[src/rtl/jelly_bean_arb_pkg.sv]
// Shared types and constants for the jelly-bean taster arbiter.
// Optional statistics counters are enabled with JELLY_BEAN_ARB_STATS_EN.
package jelly_bean_arb_pkg;

    localparam int unsigned MAX_RSP_LAT = 15;
    localparam int unsigned CNT_W       = 4;   // holds 1..MAX_RSP_LAT
    localparam int unsigned IDX_W       = 3;   // requester index, up to 8 requesters
    localparam int unsigned STAT_W      = 16;

    typedef enum logic [2:0] {
        NO_FLAVOR        = 3'd0,
        APPLE            = 3'd1,
        BLUEBERRY        = 3'd2,
        BUBBLE_GUM       = 3'd3,
        BUTTERED_POPCORN = 3'd4,
        CHOCOLATE        = 3'd5,
        CINNAMON         = 3'd6,
        COCONUT          = 3'd7
    } flavor_e;

    typedef enum logic [1:0] {
        RED    = 2'd0,
        GREEN  = 2'd1,
        BLUE   = 2'd2,
        YELLOW = 2'd3
    } color_e;

    typedef enum logic [1:0] {
        NO_OP = 2'd0,
        READ  = 2'd1,
        WRITE = 2'd2
    } command_e;

    typedef enum logic [1:0] {
        NO_TASTE = 2'd0,
        YUMMY    = 2'd1,
        YUCKY    = 2'd2
    } taste_e;

    typedef enum logic [1:0] {
        IDLE  = 2'd0,
        ISSUE = 2'd1,
        WAIT  = 2'd2,
        RESP  = 2'd3
    } arb_state_e;

    // Fields forwarded to the taster for one transaction.
    typedef struct packed {
        flavor_e  flavor;
        color_e   color;
        logic     sugar_free;
        logic     sour;
        command_e command;
    } jb_txn_t;

endpackage

[src/rtl/jelly_bean_rr_picker.sv]
// Combinational round-robin picker: first set request after rr_ptr, wrapping.
module jelly_bean_rr_picker
    import jelly_bean_arb_pkg::*;
#(
    parameter int unsigned NUM_REQ = 4
) (
    input  logic [NUM_REQ-1:0] req,
    input  logic [IDX_W-1:0]   rr_ptr,
    output logic [IDX_W-1:0]   winner,
    output logic               valid
);

    int unsigned        idx;
    logic [NUM_REQ-1:0] shifted;

    // Scan rr_ptr+1 .. rr_ptr+NUM_REQ (mod NUM_REQ); keep the first hit.
    always_comb begin
        winner  = '0;
        valid   = 1'b0;
        idx     = 0;
        shifted = '0;
        for (int unsigned k = 1; k <= NUM_REQ; k++) begin
            idx = 32'(rr_ptr) + k;
            if (idx >= NUM_REQ) begin
                idx = idx - NUM_REQ;
            end
            shifted = req >> idx;
            if (!valid && shifted[0]) begin
                valid  = 1'b1;
                winner = IDX_W'(idx);
            end
        end
    end

endmodule

[src/rtl/jelly_bean_taster_arbiter.sv]
// Round-robin arbiter sharing one jelly-bean taster among NUM_REQ requesters,
// one transaction in flight. Define JELLY_BEAN_ARB_STATS_EN to add
// saturating yummy/yucky response counters.
module jelly_bean_taster_arbiter
    import jelly_bean_arb_pkg::*;
#(
    parameter int unsigned NUM_REQ = 4,
    parameter int unsigned RSP_LAT = 1
) (
    input  logic                 clk,
    input  logic                 reset,
    input  logic [NUM_REQ-1:0]   req,
    input  logic [NUM_REQ*3-1:0] req_flavor,
    input  logic [NUM_REQ*2-1:0] req_color,
    input  logic [NUM_REQ-1:0]   req_sugar_free,
    input  logic [NUM_REQ-1:0]   req_sour,
    input  logic [NUM_REQ*2-1:0] req_command,
    output logic [NUM_REQ-1:0]   rsp_valid,
    output logic [1:0]           rsp_taste,
    output logic                 busy,
    output logic [2:0]           jb_flavor,
    output logic [1:0]           jb_color,
    output logic                 jb_sugar_free,
    output logic                 jb_sour,
    output logic [1:0]           jb_command,
    input  logic [1:0]           jb_taste
`ifdef JELLY_BEAN_ARB_STATS_EN
    ,
    output logic [STAT_W-1:0]    yummy_cnt,
    output logic [STAT_W-1:0]    yucky_cnt
`endif
);

    arb_state_e         state, state_d;
    logic [IDX_W-1:0]   rr_ptr, rr_ptr_d;
    logic [IDX_W-1:0]   owner, owner_d;
    logic [IDX_W-1:0]   pick_idx;
    logic               pick_valid;
    logic [CNT_W-1:0]   cnt, cnt_d;
    jb_txn_t            txn_sel;
    jb_txn_t            jb_q, jb_d;
    logic [NUM_REQ-1:0] rsp_valid_d;
    logic [1:0]         rsp_taste_d;
    logic               busy_d;

    jelly_bean_rr_picker #(
        .NUM_REQ (NUM_REQ)
    ) u_picker (
        .req    (req),
        .rr_ptr (rr_ptr),
        .winner (pick_idx),
        .valid  (pick_valid)
    );

    // Mux the winning requester's fields out of the flattened input buses.
    always_comb begin
        txn_sel = '0;
        for (int unsigned i = 0; i < NUM_REQ; i++) begin
            if (IDX_W'(i) == pick_idx) begin
                txn_sel.flavor     = flavor_e'(req_flavor[3*i +: 3]);
                txn_sel.color      = color_e'(req_color[2*i +: 2]);
                txn_sel.sugar_free = req_sugar_free[i];
                txn_sel.sour       = req_sour[i];
                txn_sel.command    = command_e'(req_command[2*i +: 2]);
            end
        end
    end

    // State register.
    always_ff @(posedge clk or posedge reset) begin
        if (reset) begin
            state <= IDLE;
        end else begin
            state <= state_d;
        end
    end

    // Next-state logic.
    always_comb begin
        state_d = state;
        case (state)
            IDLE:    if (pick_valid) state_d = ISSUE;
            ISSUE:   state_d = WAIT;
            WAIT:    if (cnt == CNT_W'(1)) state_d = RESP;
            RESP:    state_d = IDLE;
            default: state_d = IDLE;
        endcase
    end

    // Next values of datapath and outputs; registered below so no input reaches an output combinationally.
    always_comb begin
        rr_ptr_d    = rr_ptr;
        owner_d     = owner;
        cnt_d       = cnt;
        jb_d        = '0;
        rsp_valid_d = '0;
        rsp_taste_d = rsp_taste;
        busy_d      = (state_d != IDLE);
        case (state)
            IDLE: begin
                if (pick_valid) begin
                    owner_d  = pick_idx;
                    rr_ptr_d = pick_idx;
                    jb_d     = txn_sel;
                end
            end
            ISSUE: begin
                cnt_d = CNT_W'(RSP_LAT);
            end
            WAIT: begin
                cnt_d = cnt - CNT_W'(1);
                if (cnt == CNT_W'(1)) begin
                    rsp_taste_d = jb_taste;
                    rsp_valid_d = NUM_REQ'(1) << owner;
                end
            end
            default: ;
        endcase
    end

    // Datapath and output registers; reset drops any transaction in flight.
    always_ff @(posedge clk or posedge reset) begin
        if (reset) begin
            rr_ptr    <= IDX_W'(NUM_REQ - 1);
            owner     <= '0;
            cnt       <= '0;
            jb_q      <= '0;
            rsp_valid <= '0;
            rsp_taste <= '0;
            busy      <= 1'b0;
        end else begin
            rr_ptr    <= rr_ptr_d;
            owner     <= owner_d;
            cnt       <= cnt_d;
            jb_q      <= jb_d;
            rsp_valid <= rsp_valid_d;
            rsp_taste <= rsp_taste_d;
            busy      <= busy_d;
        end
    end

    assign jb_flavor     = jb_q.flavor;
    assign jb_color      = jb_q.color;
    assign jb_sugar_free = jb_q.sugar_free;
    assign jb_sour       = jb_q.sour;
    assign jb_command    = jb_q.command;

`ifdef JELLY_BEAN_ARB_STATS_EN
    // Saturating counts of returned tastes, bumped while the response is presented.
    always_ff @(posedge clk or posedge reset) begin
        if (reset) begin
            yummy_cnt <= '0;
            yucky_cnt <= '0;
        end else if (state == RESP) begin
            if (rsp_taste == YUMMY && yummy_cnt != {STAT_W{1'b1}}) begin
                yummy_cnt <= yummy_cnt + STAT_W'(1);
            end
            if (rsp_taste == YUCKY && yucky_cnt != {STAT_W{1'b1}}) begin
                yucky_cnt <= yucky_cnt + STAT_W'(1);
            end
        end
    end
`endif

endmodule

[config.mk]
export PLATFORM = sky130hd
export DESIGN_NAME = jelly_bean_taster_arbiter
export DESIGN_NICKNAME = d
export VERILOG_FILES = /design/src/rtl/jelly_bean_arb_pkg.sv /design/src/rtl/jelly_bean_rr_picker.sv /design/src/rtl/jelly_bean_taster_arbiter.sv
export SDC_FILE = /design/constraint.sdc
export NUM_CORES = 1
export LEC_CHECK = 0
export CORE_MARGIN = 4
export CORE_UTILIZATION = 45
export CTS_CLUSTER_SIZE = 40
export DETAILED_ROUTE_END_ITERATION = 16
export PLACE_DENSITY = 0.8
export SLEW_MARGIN = 20
export SYNTH_ARGS = -nofsm -noshare
export SYNTH_HDL_FRONTEND = slang
export SYNTH_HIERARCHICAL = 1
export SYNTH_SLANG_ARGS = --single-unit
[constraint.sdc]
create_clock -name clk -period 3.04 [get_ports clk]
set_input_delay 0.76 -clock clk [delete_from_list [all_inputs] [get_ports clk]]
set_output_delay 0.76 -clock clk [all_outputs]
set_load 0.05 [all_outputs]
# Word level (Yosys, flattened, before mapping)
# Index checks and enable logic that the tools add are counted.
[word_totals]
mem_bits_ro = 0
mem_bits_rw = 0
word_cells = 73
n_memories = 0
in_bits = 44
out_inout_bits = 16
latchBits = 0
register_bits = 28
[op_classes]
n_mux = 24
addsub = 9
div_mod_pow = 0
shift = 5
n_bitwise = 0
eq_ne = 7
magnitude_cmp = 4
n_mul = 0
reduce_logical = 12
[ops]
columns = ["cell", "count"]
rows = [
  ["$ge 32x3->1 const B", 4],
  ["$mux 32", 4],
  ["$shr 4x32->1", 4],
  ["$sub 32x3->32 const B", 4],
  ["$mux 9", 6],
  ["$mux 3", 4],
  ["$add 3x2->4 const B", 2],
  ["$mux 4", 2],
  ["$pmux 2 s4", 1],
  ["$pmux 4 s2", 1],
  ["$eq 2x3->1 const A", 2],
  ["$add 3x1->4 const B", 1],
  ["$add 3x3->4 const B", 1],
  ["$eq 2x2->1 const B", 2],
  ["$eq 4x1->1 const B", 1],
  ["$mux 1", 4],
  ["$mux 2", 2],
  ["$reduce_and 2->1", 2],
  ["$reduce_bool 2->1", 2],
  ["$shl 1x3->4 const A", 1],
  ["$sub 4x1->4 const B", 1],
  ["$eq 1x3->1 const A", 1],
  ["$logic_and 1x1->1", 3],
  ["$logic_not 1->1", 3],
  ["other kinds (3)", 3],
]

# Longest topological paths before layout
# Gate-level depths: netlist (run 1).
[logic_depth]
depth_word = 21
depth_mapped = 12
mapped_depth_nobuf = 10

# Hierarchy
# Netlist (run 1), hierarchy kept.
[by_module_without_submodules]
columns = ["module", "n_inst", "area_per_inst_um2", "seq_area_each_um2", "cells_per_inst"]
rows = [
  ["jelly_bean_taster_arbiter", 1, 1328.8, 678.2, 112],
  ["jelly_bean_rr_picker", 1, 351.6, 0.0, 43],
]

# Least setup slack after synthesis (run 1)
# No wires, ideal clock.
[synth_path]
path_kind = "register to register"
start = "register rr_ptr[0]"
end = "register jb_q (netlist bit jb_color[0])"
path_slack_ns = 0.395
path_buffers = 2
period_less_slack_ns = 2.645
setup_time_ns = 0.121
required_time_ns = 2.919
t_arrival_ns = 2.524
stages_incl_launch_ff = 13
cell_sequence = "dfstp_2 buf_6 inv_1 ha_1 mux4_2 o21ai_2 nand4b_1 o21ai_1 a221o_1 buf_6 mux2_2 o22ai_1 nor3_2"
[synth_rtl]
columns = ["item", "line", "source"]
rows = [
  ["start, declared", "jelly_bean_taster_arbiter.sv:35", "logic [IDX_W-1:0] rr_ptr, rr_ptr_d;"],
  ["start signal, assigned", "jelly_bean_taster_arbiter.sv:124", "rr_ptr <= IDX_W'(NUM_REQ - 1);"],
  ["start signal, assigned", "jelly_bean_taster_arbiter.sv:132", "rr_ptr <= rr_ptr_d;"],
  ["end signal, assigned", "jelly_bean_taster_arbiter.sv:135", "jb_q <= jb_d;"],
  ["end, declared", "jelly_bean_taster_arbiter.sv:41", "jb_txn_t jb_q, jb_d;"],
]

==> out/metrics.csv, run 1 <==
metric,value,unit
path_class,in2reg,
drive_above_1_share,0.235,
fp.dieW,69.1,µm
setup_violations,0,
clkLatencyLatePin,0.28,ns
grt_util_met1,0.200,
cap_viol_max_count,0,
synth_flop_cell,dfrtp_1,
worst_pin_slew,0.533,ns
clk_transition_reported_paths,0.10,ns
cts_buffer_depth,2,
power,2970,µW
fin_hold_ws,0.508,ns
synth-seq-cells,27,
grt_max_degree,28,
dieHeight,69.1,µm
fin_tns_setup,0,ns
htreeDepth,1,
drc,0,
slew_violations,0,
period_share,0.928,
antenna_found_initial,0,
grtUsageMet3,0.0233,
synthesis.instances,155,
critPathBufInv,2,
worstPathRequired,3.22,ns
ir_worst_vdd,637,µV
root_buffer,clkbuf_8,
p_leak,0.00103,µW
slowest_delay,0.49,ns
grt_pass1_vias,1538,
drt_wl_total,4.23,mm
cts-resized-gates,0,
final-hold-violation-count,0,
final_cell_mix,"clkdlybuf4s50_1, dfrtp_1, nor2_1, mux2_2, ha_1",
crit_family,buffers and inverters,
cp_slowest_cell,mux4_2,
hpwl,3.37,mm
drt-pass1-iter-count,4,
vias_per_cell,5.32,
cp_max_fo,13,
die_area,4780,µm²
vias,1421,
relSlewSlack,0.644,
async_flop_share,1.00,
core.rowCount,21,
io_buffers,59,
hold_buffers,0,
cp.depth,9,
synth_edf_count,0,
drtIter0Drc,69,
grt_use_met2,0.353,
fin_nets,276,
gp_congestion,0.786,
ys_seq_area_frac,0.404,
path_cells,clkdlybuf4s50_1 > mux4_2 > o21ai_2 > o21ai_1 > a221o_1 > buf_12 > nand3b_2 > nor2_1 > nor4_2,
initial_core_util,0.484,
grt_use_total,0.181,
power_switching,1380,µW
clkPwrFrac,0.072,
area_growth,43.6,%
numCtsBuffers,3,
gr-total-overflow,0,
p_int,1590,µW
syn_nets,209,
max_freq,0.354,GHz
period_minus_slack,2.82,ns
final_util,0.696,
p_per_area,1230,nW/µm²
clkSinkCount,27,
hp-class,reg2reg,
fin_worst_skew,0.00520,ns
num_antenna_cells,0,
rr_worst_depth,10,
rsz0062_at_grt,no,
nFillCells,292,
run_status,finished clean,
synth.avg_cell_area,10.8,µm²
ioPinCount,60,
sw_frac_of_total,0.466,
core,3470,µm²
pwr-share-seq,0.199,
grt_pass1_wl,7.09,mm
wl_per_cell,15.9,µm
hold_depth,1,
syn_area,1680,µm²
combinationalPowerShare,0.729,
post_cts_buffers,0,
ant_nets,0,
grt-busiest-layer,met2,
endpoint_kind,flip-flop,
yosysUniqueCellTypes,50,
cts_tree,done,
layout_commonest_cell,clkdlybuf4s50_1,
yosys_warnings,6,
crit_arrival,3.00,ns
startpoint_type,input port,
routing by layer:
metal,routed length [µm],up-vias,share of wire
met5,0,-,0
met4,84,0,0.020
met3,85,8,0.020
met2,2410,25,0.57
met1,1650,694,0.39
li1,-,694,-
per-stage QoR:
step	cells	cell area (µm²)	worst slack, ns
floorplan	155	1680	0.395
global placement	263	2360	-0.0333
detailed placement	263	2360	-0.131
CTS	267	2410	0.144
global route	267	2410	0.0615
finish	267	2410	0.218
flip-flops by register name (all words and copies together) (netlist names):
name / flops
jb_color: 2
cnt: 4
rsp_taste: 2
owner: 2
jb_flavor: 3
rr_ptr: 3
rsp_valid: 4
state: 2
jb_command: 2
jb_sugar_free: 1
busy: 1
jb_sour: 1
Yosys cell counts (all sizes together), types with 2 or more instances:
library cell,n,area [µm²]
a21o,5,42.5
a21oi,3,15.0
a22o,2,17.5
and3,2,15.0
buf,6,51.3
dfrtp,25,626
dfstp,2,52.6
ha,10,125
inv,10,37.5
mux2,13,146
mux2i,4,40.0
nand2,6,25.0
nand2b,2,12.5
nand3,3,15.0
nand3b,3,26.3
nor2,13,48.8
nor2b,2,12.5
nor3,8,80.1
nor4,2,18.8
nor4b,2,17.5
o21ai,4,23.8
o22ai,8,50.1
or2,2,12.5
xnor2,2,17.5
power groups by stage:
stage	Sequential (µW)	Clock (µW)	Combinational, µW
after floorplan	877	0	1290
after global placement	589	0	2070
after detailed placement	598	0	2150
after CTS	593	224	2160
after global routing	617	236	2320
final	592	214	2160
area by class of cell:
type / count / area [µm²] / share of cell area
inverters: 10 / 37.5 / 0.0156
multi-input cells: 111 / 911 / 0.378
repair buffers: 69 / 678 / 0.281
clock buffers: 3 / 41.3 / 0.0171
clock inverters: 1 / 8.76 / 0.00363
well taps: 46 / 57.6 / 0.0239
flip-flops and latches: 27 / 678 / 0.281
worst paths after layout:
check | end | start | slack, ns
min in group asynchronous | jb_flavor[0]$_DFF_PP0_ | reset | 0.83
worst max register to register | jb_flavor[1]$_DFF_PP0_ | rr_ptr[1]$_DFFE_PP1P_ | 0.29
worst max-delay path | jb_flavor[1]$_DFF_PP0_ | req[0] | 0.22
worst min register to register | rsp_valid[2]$_DFF_PP0_ | owner[0]$_DFFE_PP0P_ | 0.51
max in group asynchronous | rr_ptr[1]$_DFFE_PP1P_ | reset | 1.90
worst min-delay path | rsp_valid[2]$_DFF_PP0_ | owner[0]$_DFFE_PP0P_ | 0.51
logic make-up (layout without fill, tap and decap cells):
family | after synthesis | after routing | share of synthesized area
and+or+nand+nor | 50 | 50 | 0.195
DFF | 27 | 27 | 0.404
xor gates and xnor gates | 2 | 2 | 0.0104
adders and majority gates | 10 | 10 | 0.0745
AOI/OAI and AO/OA | 30 | 30 | 0.134
muxes | 18 | 18 | 0.124
buffers and inverters | 17 | 83 | 0.0558
other | 1 | 1 | 0.00223
Power figures use the tool's default switching activity.
==> run 2, diff against run 1 <==
- CORE_UTILIZATION: 45 -> 35
- PLACE_DENSITY: 0.8 -> not set
==> run 2 against run 1 <==
Setup slack lost 0.018 ns. Clock-buffer cell count is the same. Die area grew 25%. Sequential power grew 3%. Fmax shrank 0.64%. Critical path depth grew 1. Register-to-register slack lost 0.02 ns. Power shrank 1.4%. First-iteration DRC count shrank 65%. Non-clock buffer count is the same. Hold slack gained 0.010 ns. Critical endpoint unchanged. Highest routed layer unchanged.
==> out/metrics.csv, run 2 (same netlist as run 1, synthesis figures left out) <==
metric,value,unit,change
top_regs,"cnt x4, rsp_valid x4",,
clk_transition_reported_paths,0.10,ns,about the same
htreeDepth,1,,unchanged
fin_nets,276,,unchanged
r2r-end,jb_flavor[1]$_DFF_PP0_,,
p_per_area,1220,nW/µm²,-1.1%
final-hold-violation-count,0,,unchanged
initial_core_util,0.373,,-0.111
worst_pin_slew,0.534,ns,+0.00158 ns
startpoint_type,input port,,
hold_buffers,0,,unchanged
die_area,5970,µm²,+25%
drive_above_1_share,0.231,,-0.00452
fin_worst_skew,0.00305,ns,-0.00215 ns
slew_violations,0,,unchanged
worstPathRequired,3.23,ns,about the same
core,4500,µm²,+30%
setup_ws,0.200,ns,-0.0181 ns
relSlewSlack,0.643,,-0.00106
root_buffer,clkbuf_8,,
drt-pass1-iter-count,4,,unchanged
antenna_found_initial,0,,unchanged
cp_slowest_cell,mux4_2,,
rsz0062_at_grt,no,,
crit_family,simple AND/OR/NAND/NOR gates,,
path_class,in2reg,,
io_buffers,59,,unchanged
gp_congestion,0.831,,+5.7%
clkLatencyLatePin,0.28,ns,about the same
crit_arrival,3.03,ns,+0.03 ns
core.rowCount,24,,+14%
pwr-share-seq,0.208,,+0.009
ant_nets,0,,unchanged
fp.dieW,77.3,µm,+12%
p_leak,0.00103,µW,-0.44%
cp_max_fo,9,,-4
dieHeight,77.3,µm,+12%
vias_per_cell,5.11,,-3.9%
place_ws,-0.0871,ns,+0.0439 ns
clkSinkCount,27,,unchanged
hpwl,3.31,mm,-1.9%
gr-total-overflow,0,,unchanged
ir_worst_vdd,506,µV,-20%
drc,0,,unchanged
numCtsBuffers,3,,unchanged
cts-resized-gates,0,,unchanged
hold_end,rsp_valid[2]$_DFF_PP0_,,
clkPwrFrac,0.075,,+0.003
r2r_slack,0.27,ns,-0.02 ns
hp-class,reg2reg,,
vias,1396,,-1.8%
cap_viol_max_count,0,,unchanged
sw_frac_of_total,0.474,,+0.00814
period_share,0.934,,+0.00595
hold_start,owner[0]$_DFFE_PP0P_,,
final_cell_mix,"clkdlybuf4s50_1, dfrtp_1, nor2_1, mux2_2",,
cts_tree,done,,
hold_depth,1,,unchanged
post_cts_buffers,0,,unchanged
setup_violations,0,,unchanged
endpoint_kind,flip-flop,,
p_int,1540,µW,-2.9%
drtIter0Drc,24,,-65%
rr_startpoint,rr_ptr[1]$_DFFE_PP1P_,,
cts_buffer_depth,2,,unchanged
ioPinCount,60,,unchanged
critPathBufInv,3,,+1
max_freq,0.352,GHz,-0.64%
path_cells,clkdlybuf4s50_1 > mux4_2 > o21ai_2 > buf_4 > inv_2 > a21o_1 > a22o_1 > nand2b_1 > nor2_1 > nor4_2,,
grt_max_degree,28,,unchanged
drt_wl_total,4.15,mm,-2.0%
power_switching,1390,µW,+0.28%
grt_pass1_wl,6.94,mm,-2.0%
rr_worst_depth,11,,+1
num_antenna_cells,0,,unchanged
grt_use_total,0.144,,-0.0366
wl_per_cell,15.2,µm,-4.2%
combinationalPowerShare,0.717,,-0.012
area_growth,43.1,%,
period_minus_slack,2.84,ns,+0.0181 ns
slowest_delay,0.49,ns,about the same
run_status,finished clean,,
layout_commonest_cell,clkdlybuf4s50_1,,
fin_tns_setup,0,ns,unchanged
grt_pass1_vias,1499,,-2.5%
==> run 2: cell count changes in the layout (fill, tap and decap cells not counted) <==
cell      previous run  this run
nand2b_2             1         0
buf_12               1         0
nand2b_1             1         2
buf_4                9        10
==> run 2: per-stage QoR <==
step                      total power [µW]  utilization  hold slack, ns  area (µm²)  cells
after CTS                             2950        0.534           0.518        2400    273
after detailed placement              2730        0.523           0.501        2350    269
after floorplan                       2170            -           0.461        1680    155
final                                 2930        0.534           0.518        2400    273
after global routing                  3160        0.534           0.551        2400    273
after global placement                2670        0.523           0.483        2350    269
==> run 2: layout make-up <==
type                       count  area, µm²
fill                         389       2100
multi-input combinational    111        908
sequential                    27        678
timing repair buffer          69        666
tap                           52       65.1
clock buffer                   3       41.3
inverter                      10       37.5
clock inverter                 1       8.76
==> run 2: per-layer routing <==
layer	vias to the layer above	track usage	wire length [µm]
li1	691	-	-
met1	677	0.176	1770
met2	24	0.260	2200
met3	4	0.0234	137
met4	0	0.0427	38
met5	-	0	0
==> run 2: worst max path at each step <==
stage,from,endpoint,slack [ns],cells past startpoint
2_1_floorplan,rr_ptr[0]$_DFFE_PP1P_,jb_color[0]$_DFF_PP0_,0.39,12
3_3_place_gp,req[3],jb_flavor[1]$_DFF_PP0_,-0.04,10
3_5_place_dp,req[0],jb_flavor[1]$_DFF_PP0_,-0.09,10
4_1_cts,req[0],jb_flavor[1]$_DFF_PP0_,0.20,10
5_1_grt,req[0],jb_sour$_DFF_PP0_,0.10,10
6_report,req[0],jb_flavor[1]$_DFF_PP0_,0.20,10
==> run 2: worst register-to-register path, cell delays in order, from the launching register on <==
cell and delay, ns:
dfstp_2 0.54, inv_1 0.09, ha_1 0.38, mux4_2 0.32, o21ai_2 0.10, buf_4 0.15, inv_2 0.03, a21o_1 0.16
a22o_1 0.23, nand2b_1 0.36, nor2_1 0.10, nor4_2 0.22
==> run 2: power groups by stage <==
stage	Clock (µW)	Sequential, µW	Combinational (µW)
floorplan	0	877	1290
global placement	0	609	2070
detailed placement	0	618	2110
CTS	227	612	2110
global route	245	631	2280
finish	220	610	2100
==> run 3, diff against run 2 <==
- SYNTH_HIERARCHICAL: 1 -> not set
==> run 3 against run 2 <==
Final cell count up 24%. Clock-buffer cell count unchanged. Fmax down 1.7%. Utilization down 1.1 points. Non-clock buffer count up 9. Global-route usage down 0.054 points. First-iteration DRC count up 83%. Via count up 24%. Synthesized area up 15%. Register-to-register slack worse by 0.12 ns. Die area up 14%.
==> out/metrics.csv, run 3 <==
metric,value,unit,change
cts-resized-gates,0,,unchanged
cp_max_fo,10,,+1
syn_area,1940,µm²,+15%
setup_violations,0,,unchanged
critPathBufInv,2,,-1
drc,0,,unchanged
htreeDepth,1,,unchanged
dieHeight,82.5,µm,+6.7%
fin_tns_setup,0,ns,unchanged
fin_nets,319,,+16%
endpoint_kind,flip-flop,,
numCtsBuffers,3,,unchanged
grt_use_total,0.144,,-0.000540
core,5240,µm²,+16%
worst_pin_slew,0.532,ns,-0.00253 ns
rr_startpoint,rr_ptr[0]$_DFFE_PP1P_,,
synthesis.instances,199,,+28%
yosys_warnings,0,,-6
critPathLaunch,rr_ptr[0]$_DFFE_PP1P_,,
synth_flop_cell,dfrtp_1,,
num_antenna_cells,0,,unchanged
run_status,finished clean,,
clkLatencyLatePin,0.27,ns,about the same
relSlewSlack,0.644,,+0.00169
cp.depth,10,,unchanged
drtIter0Drc,44,,+83%
synth_edf_count,0,,unchanged
power,3320,µW,+14%
cts_tree,done,,
wl_per_cell,14.2,µm,-6.4%
clk_transition_reported_paths,0.09,ns,about the same
io_buffers,59,,unchanged
ioPinCount,60,,unchanged
vias,1726,,+24%
path_cells,inv_1 > ha_1 > mux2i_2 > o22ai_2 > a2111o_1 > buf_12 > o211a_1 > a31oi_1 > o211ai_1 > o2bb2ai_1,,
synthTopCellsByCount,"dfrtp_1, inv_1, nand2_1",,
yosysUniqueCellTypes,47,,-6.0%
hold_start,rsp_taste[1]$_DFFE_PP0P_,,
rr_worst_depth,10,,-1
cts_buffer_depth,2,,unchanged
synth_top_area_share,0.322,,-0.0499
grt_pass1_wl,7.76,mm,+12%
vias_per_cell,5.09,,-0.43%
final_cell_mix,"clkdlybuf4s50_1, dfrtp_1, inv_1, nand2_1, buf_4",,
fp.dieW,82.5,µm,+6.7%
top_regs,"cnt x4, rsp_valid x4",,
hp-class,reg2reg,,
synth.avg_cell_area,9.75,µm²,-10%
max_freq,0.346,GHz,-1.7%
period_minus_slack,2.89,ns,+0.0486 ns
cp_slowest_cell,dfstp_2,,
drt_wl_total,4.82,mm,+16%
core.rowCount,26,,+8.3%
die_area,6800,µm²,+14%
final-hold-violation-count,0,,unchanged
antenna_found_initial,0,,unchanged
rsz0062_at_grt,no,,
path_class,reg2reg,,
clkSinkCount,27,,unchanged
period_share,0.950,,+0.0160
syn_nets,248,,+19%
area_growth,41.1,%,
slew_violations,0,,unchanged
root_buffer,clkbuf_8,,
gr-total-overflow,0,,unchanged
grt_max_degree,28,,unchanged
crit_arrival,3.05,ns,+0.02 ns
hpwl,3.83,mm,+16%
drt-pass1-iter-count,4,,unchanged
p_per_area,1210,nW/µm²,-0.27%
post_cts_buffers,0,,unchanged
p_leak,0.00124,µW,+21%
ir_worst_vdd,673,µV,+33%
final_util,0.523,,-0.0112
yosysMostFrequentCell,dfrtp_1,,
drive_above_1_share,0.160,,-0.0709
synth-seq-cells,27,,unchanged
synth_area_leaders,"dfrtp_1, o211a_1, mux2i_1",,
initial_core_util,0.371,,-0.00253
grt_pass1_vias,1646,,+9.8%
async_flop_share,1.00,,unchanged
layout_commonest_cell,clkdlybuf4s50_1,,
slowest_delay,0.54,ns,+0.05 ns
ant_nets,0,,unchanged
hold_buffers,0,,unchanged
cap_viol_max_count,0,,unchanged
startpoint_type,flip-flop,,
gp_congestion,0.784,,-5.7%
crit_family,compound AO/OA/AOI/OAI gates,,
ys_seq_area_frac,0.349,,-0.0541
synth_top_cell_by_area,dfrtp_1,,
worstPathRequired,3.20,ns,-0.03 ns
fin_worst_skew,0.00476,ns,+0.00171 ns
hold_depth,2,,+1
-- run 3: cell families after synthesis --
group / count (synthesis) / share of synthesized area
DFF: 27 / 0.349
AOI/OAI and AO/OA: 64 / 0.274
and+or+nand+nor: 58 / 0.156
muxes: 15 / 0.0967
buffers and inverters: 30 / 0.0915
adders and majority gates: 5 / 0.0322
-- run 3: worst paths after layout --
kind	endpoint	slack (ns)
hold reg to reg	rsp_taste[1]$_DFFE_PP0P_	0.48
setup reg to reg	jb_sugar_free$_DFF_PP0_	0.15
hold / removal	rsp_taste[1]$_DFFE_PP0P_	0.48
max in group asynchronous	rr_ptr[0]$_DFFE_PP1P_	1.89
setup / recovery	jb_sugar_free$_DFF_PP0_	0.15
min in group asynchronous	jb_sour$_DFF_PP0_	0.84
-- run 3: where the power goes --
group | total [µW] | internal (µW) | switching [µW]
clock | 201 | 92.8 | 108
sequential | 563 | 499 | 64.2
combinational | 2560 | 1130 | 1430
-- run 3: area by class of cell --
cell class / count / area (µm²)
clock buffer: 3 / 41.3
multi-input combinational: 142 / 1080
sequential: 27 / 678
inverter: 18 / 67.6
clock inverter: 1 / 7.51
fill: 495 / 2500
tap: 70 / 87.6
timing repair buffer: 78 / 771
-- run 3: layer usage --
metal / vias to the layer above / wire, µm / track usage
met4: 0 / 49 / 0.0465
li1: 875 / - / -
met2: 33 / 2290 / 0.227
met3: 4 / 162 / 0.00434
met5: - / 0 / 0
met1: 814 / 2320 / 0.212
-- run 3: through the flow --
step	setup slack, ns	cells	hold slack (ns)	instance area (µm²)
after floorplan	0.231	199	0.452	1940
after global placement	-0.00663	335	0.457	2690
after detailed placement	-0.0258	335	0.466	2690
after CTS	0.169	339	0.487	2740
after global routing	0.0117	339	0.505	2740
final	0.152	339	0.483	2740
-- run 3: tightest hold or removal path, stage by stage, from the launching register on --
cell	delay, ns
dfrtp_1	0.35
nand2_1	0.05
nand2_1	0.05
